[src/rtl/chip_74161_emu.sv]
// Cycle-accurate 74161 4-bit synchronous counter emulator on the chip side of the pin bus.
// Pin inputs are synchronised, the pin clock is edge-detected in the Clk domain, and fault modes corrupt outputs.
module chip_74161_emu #(
    parameter int SYNC_STAGES = 2
) (
    input  logic       Clk,
    input  logic       Reset,
    input  logic       Enable,
    input  logic [1:0] Fault,
    input  logic       Pin1,
    input  logic       Pin2,
    input  logic       Pin3,
    input  logic       Pin4,
    input  logic       Pin5,
    input  logic       Pin6,
    input  logic       Pin7,
    input  logic       Pin9,
    input  logic       Pin10,
    output logic       Pin11,
    output logic       Pin12,
    output logic       Pin13,
    output logic       Pin14,
    output logic       Pin15,
    output logic [7:0] EdgeCount
);

    localparam int NPIN = 9;

    localparam logic [1:0] FAULT_QA_LOW = 2'd1;
    localparam logic [1:0] FAULT_STEP2  = 2'd2;
    localparam logic [1:0] FAULT_RCO    = 2'd3;

    logic [NPIN-1:0]             pins_raw;
    logic [SYNC_STAGES*NPIN-1:0] chain_q;
    logic [SYNC_STAGES-1:0]      fill_q;
    logic [NPIN-1:0]             s_pins;

    logic       s_clr_n, s_clk, s_enp, s_load_n, s_ent;
    logic [3:0] s_data;

    logic       s_clk_d_q;
    logic       armed_q, armed_d;
    logic [3:0] q_q, q_d;
    logic [7:0] edge_q, edge_d;
    logic       enable_q;
    logic [1:0] fault_q;

    logic       rise;
    logic [3:0] step;
    logic       rco_raw;

    assign pins_raw = {Pin10, Pin9, Pin7, Pin6, Pin5, Pin4, Pin3, Pin2, Pin1};
    assign s_pins   = chain_q[SYNC_STAGES*NPIN-1 -: NPIN];

    assign s_clr_n  = s_pins[0];
    assign s_clk    = s_pins[1];
    assign s_data   = s_pins[5:2];
    assign s_enp    = s_pins[6];
    assign s_load_n = s_pins[7];
    assign s_ent    = s_pins[8];

    // The fill marker tracks when the last sync stage holds a real sample rather than its
    // reset zero, so a pin clock held high through reset release cannot fake a 0->1 edge.
    always_ff @(posedge Clk or negedge Reset) begin
        if (!Reset) begin
            chain_q <= '0;
            fill_q  <= '0;
        end else begin
            chain_q <= {chain_q[SYNC_STAGES*NPIN-1-NPIN:0], pins_raw};
            fill_q  <= {fill_q[SYNC_STAGES-2:0], 1'b1};
        end
    end

    assign rise = armed_q & s_clk & ~s_clk_d_q;
    assign step = (fault_q == FAULT_STEP2) ? 4'd2 : 4'd1;

    always_comb begin
        armed_d = armed_q | (fill_q[SYNC_STAGES-1] & ~s_clk);
        edge_d  = edge_q + {7'd0, rise};
        q_d     = q_q;
        if (!s_clr_n) begin
            q_d = 4'd0;
        end else if (rise && !s_load_n) begin
            q_d = s_data;
        end else if (rise && s_enp && s_ent) begin
            q_d = q_q + step;
        end
    end

    always_ff @(posedge Clk or negedge Reset) begin
        if (!Reset) begin
            s_clk_d_q <= 1'b0;
            armed_q   <= 1'b0;
            q_q       <= 4'd0;
            edge_q    <= 8'd0;
            enable_q  <= 1'b0;
            fault_q   <= 2'd0;
        end else begin
            s_clk_d_q <= s_clk;
            armed_q   <= armed_d;
            q_q       <= q_d;
            edge_q    <= edge_d;
            enable_q  <= Enable;
            fault_q   <= Fault;
        end
    end

    assign rco_raw = s_ent & (q_q == 4'hF);

    assign Pin11 = enable_q & q_q[3];
    assign Pin12 = enable_q & q_q[2];
    assign Pin13 = enable_q & q_q[1];
    assign Pin14 = enable_q & q_q[0] & (fault_q != FAULT_QA_LOW);
    assign Pin15 = enable_q & (rco_raw ^ (fault_q == FAULT_RCO));

    assign EdgeCount = edge_q;

endmodule

[config.mk]
export PLATFORM = sky130hd
export DESIGN_NAME = chip_74161_emu
export DESIGN_NICKNAME = d
export VERILOG_FILES = /design/src/rtl/chip_74161_emu.sv
export SDC_FILE = /design/constraint.sdc
export NUM_CORES = 1
export LEC_CHECK = 0
export ABC_CLOCK_PERIOD_IN_PS = 3100
export CORE_ASPECT_RATIO = 0.7
export CORE_UTILIZATION = 40
export DETAILED_ROUTE_END_ITERATION = 8
export HOLD_SLACK_MARGIN = 0.12
export PLACE_DENSITY_LB_ADDON = 0.15
export SLEW_MARGIN = 10
export SYNTH_ARGS = -nofsm -noshare
export SYNTH_HDL_FRONTEND = slang
export SYNTH_SLANG_ARGS = --single-unit
[constraint.sdc]
create_clock -name Clk -period 3.1 [get_ports Clk]
set_input_delay 0.465 -clock Clk [delete_from_list [all_inputs] [get_ports Clk]]
set_output_delay 0.465 -clock Clk [all_outputs]
set_load 0.02 [all_outputs]
# Word level (Yosys, flattened, before mapping)
# Index checks and enable logic that the tools add are counted.
# totals
input_bits	14
output_inout_bits	13
reg_bits	37
# classes
addsub	2
mux	4
n_eq_ne	5
bitwise_logic	14
reduce_logical	4
# ops
operator	count
$mux 4	3
$and 1x1->1	10
$add 8x1->8	1
$add 4x2->4	1
$eq 2x2->1 const B	2
$eq 4x4->1 const B	1
$logic_and 1x1->1	3
$ne 3x1->1 const B	1
$mux 2	1
$ne 2x1->1 const B	1
$not 1->1	2
$logic_not 1->1	1
$or 1x1->1	1
$xor 1x1->1	1

# Depth between registers and ports, before layout
# depth
word_depth	7
ltp_mapped	7

# Worst setup path before layout
# No wires, ideal clock.
# synth_timing
path_kind	reg-to-reg
from	register fault_q[0]
to	register q_q[1]
setup_slack_ns	1.510
path_stages_with_launch	7
period_less_slack_ns	1.590
setup_time_ns	0.065
required_time_ns	3.035
arrival_time_ns	1.525
cell_sequence	dfrtp_1 nand2b_1 ha_1 inv_1 fa_1 o211ai_1 o211a_1
# synth_between
elab_chain_cells	6
# synth_lines
element	line_no	text
from (decl)	46	logic [1:0] fault_q;
from (signal assigned)	104	fault_q <= Fault;
$eq 2x2->1	75	assign step = (fault_q == FAULT_STEP2) ? 4'd2 : 4'd1;
$mux 2	75	
$add 4x2->4	86	q_d = q_q + step;
$mux 4	85	end else if (rise && s_enp && s_ent) begin
$mux 4	83	end else if (rise && !s_load_n) begin
$mux 4	81	if (!s_clr_n) begin
to (signal assigned)	101	q_q <= q_d;
to (decl)	43	logic [3:0] q_q, q_d;
# Every way passes these cells. The select of a mux whose other input is x is not followed.
# A chain may end at the register's enable or synchronous reset.

# Worst setup path after layout
# layout_timing
from	register q_q[0]
to	output Pin15
# layout_between
elab_chain_cells	4
# layout_lines
element	line_no	text
$eq 4x4->1	108	assign rco_raw = s_ent & (q_q == 4'hF);
$and 1x1->1	108	
$xor 1x1->1	114	assign Pin15 = enable_q & (rco_raw ^ (fault_q == FAULT_RCO));
$and 1x1->1	114	
to (decl)	23	output logic Pin15,
# Every way passes these cells.

==> reports/summary.txt <==
drt first pass iters -> 6
Leak -> 0.0007917 µW
num ports -> 27
clock sink total -> 37
# port buffers -> 26
initial antenna violation count -> 0
Cell Pwr Density -> 668.0 nW/µm²
largest net degree at the start of global routing -> 38
fin nets -> 149
crit-path leading delay family -> buffers and inverters
most instantiated cells after synthesis -> 37 x dfrtp_1, 7 x nand2_1, 6 x inv_1
hold buffers post-CTS -> 0
post-synthesis instance area -> 1349 µm²
Fill cells -> 265
syn avg cell area -> 13.76 µm²
initial core utilization -> 0.4227
Tmin final -> 2.247 ns
fraction of registers with async set/reset -> 1.000
postcts setup bufs -> 0
# DRC -> 3
synthesized net count -> 117
vias -> 819
post-synthesis register bit count -> 37
Storage cell area -> 925.9 µm²
critical-path cell list -> nand4_1 -> nor2_1 -> xnor2_1 -> and2_1 -> clkdlybuf4s50_1
GRT Total Usage -> 0.1455
routability cong. -> 0.7828
endpoints failing setup -> 0
max-slew violation count -> 0
# rows -> 17
top-count cell post-synth -> dfrtp_1
Final Skew -> 0.001448 ns
Worst EP required -> 2.63 ns
CTS tree -> built
Worst Tran Pin Value -> 0.7793 ns
RSZ-0062 raised after global routing -> false
Unique masters post-synth -> 32
Synth Instances -> 98
Slew HR -> 0.4805
Worst Setup Start Kind -> flip-flop
WHS -> 0.2617 ns
Critical-path top delay cell -> clkdlybuf4s50_1
largest family of logic cells by synthesized area -> simple AND/OR/NAND/NOR gates
clock-pin transition on the worst setup and hold timing paths -> 0.07 ns
chip height -> 50.59 µm
outcome -> complete, but fails checks
final worst-path setup slack -> 0.8533 ns
antenna viol nets, final -> 0
Ys Warns -> 0
first-pass GRT wire length -> 3.781 mm
multi-input logic area -> 389.1 µm²
post-synthesis compound-gate area fraction -> 0.07607
Die W -> 71.41 µm
biggest area consumer among synthesized cells -> dfrtp_1
Peak supply drop -> 0.4031 mV
Synth Area in Adders -> 0.05195
TNS Setup -> 0 ns
number of global-route vias before repair -> 814
post-synthesis xor/xnor area fraction -> 0.04545
Synth top area share -> 0.6865
Hold WC Path Type -> in -> async
fmax -> 445.1 MHz
period utilisation layout -> 0.7247
Hold Violations, Final -> 0
drt via density -> 4.875
core area -> 3191 µm²
final non-filler cell total -> 168
TritonCTS buffer count -> 5
post-cts gate resize count -> 0
failing checks -> design-rule violations
Crit path arrival time -> 1.78 ns
Synth area leaders -> dfrtp_1 69%, ha_1 3.7%, xnor2_1 3.2%
grt total ovfl -> 0
Max clock buf depth -> 2
Clock Latency Late Sink -> 0.28 ns
area delta synth->final -> 29.31%
crit end category -> primary output
simple-gate share of the synthesized area -> 0.1048
Clock Root Buffer -> clkbuf_8
# diodes -> 0
mux contribution to synthesized area -> 0.007421
Crit Path Class -> reg -> out
placed insts -> 161
Buf/Inv on CP -> 1
Post-Route WL -> 2.092 mm
register area share after synthesis -> 0.6865
worst-path fanout max -> 4
Initial DRC Count -> 33
share of layout cells above drive strength 1 -> 0.07692
CP max stage delay -> 0.59 ns
ys flop type -> dfrtp_1
DP Worst Slack -> 1.155 ns
Max-cap violations -> 0
Post-synth EDFFs -> 0
DR WL/cell -> 12.45 µm
DP Wirelength -> 1.486 mm
full die area -> 3612 µm²
CTS H-tree depth -> 2
report_power, final:
group	total [µW]	internal (µW)	switching (µW)
sequential	580	536	44.3
combinational	197	102	94.7
clock	388	233	155
total	1170	872	294
layout make-up:
class                   instances  share of cell area
multi-input cells              54              0.2231
repair buffers                 26              0.1463
clock inverters                 2             0.02009
flip-flops and latches         37              0.5308
clock buffers                   5             0.03945
inverters                       6             0.01291
well taps                      38             0.02726
cell families (layout without fill, tap and decap cells):
kind of cell    after synthesis  count (layout)
buf+inv                       7              39
other cells                   1               1
xor+xnor                      7               7
flops                        37              37
fa+ha+maj                     5               5
mux                           1               1
compound gates               14              14
simple gates                 26              26
registers in the layout (all words and copies together), names as in the netlist:
register	count
fill_q	2
armed_q	1
EdgeCount	8
fault_q	2
s_clk_d_q	1
chain_q	18
q_q	4
enable_q	1
routing by layer:
metal | vias up | GRT usage | routed length [µm]
met4 | 0 | 0.08000 | 42
met1 | 400 | 0.2024 | 1046
met3 | 7 | 0.05422 | 139
met5 | - | 0 | 0
li1 | 389 | - | -
met2 | 23 | 0.1952 | 864
layout by cell type (no fill, tap or decap), types with 2 or more instances in the layout:
master	n
o211a_1	2
inv_1	6
and2_1	5
nor2_1	2
clkbuf_8	5
dfrtp_1	37
and3_1	2
ha_1	4
a21oi_1	2
clkdlybuf4s50_1	25
xnor2_1	5
nand3_1	4
xor2_1	2
nand2_1	7
worst reg2reg max path: cells and delay by family, from the launching register on:
family | cells | cell delay (ns)
simple gates | 1 | 0.21
compound gates | 2 | 0.35
flops | 1 | 0.39
buf+inv | 1 | 0.07
fa+ha+maj | 2 | 0.63
stage by stage:
step / power, µW / cell area (µm²) / utilization
floorplan: 675.0 / 1349 / -
global placement: 784.3 / 1640 / 0.5141
detailed placement: 787.7 / 1640 / 0.5141
CTS: 1183 / 1744 / 0.5467
global route: 1234 / 1744 / 0.5467
finish: 1165 / 1744 / 0.5467
final timing paths:
kind                                 startpoint              endpoint  slack [ns]  cells past startpoint
min reg2reg                 fill_q[0]$_DFF_PN0_   fill_q[1]$_DFF_PN0_        0.35                      0
max in group asynchronous                 Reset  fault_q[0]$_DFF_PN0_        2.35                      1
max                          q_q[0]$_DFFE_PN0P_                 Pin15        0.85                      5
min in group Clk            fill_q[0]$_DFF_PN0_   fill_q[1]$_DFF_PN0_        0.35                      0
min                                       Reset  chain_q[1]$_DFF_PN0_        0.26                      1
max reg2reg                fault_q[0]$_DFF_PN0_    q_q[1]$_DFFE_PN0P_        1.41                      6
No activity file was read; power rests on OpenSTA's default activity.
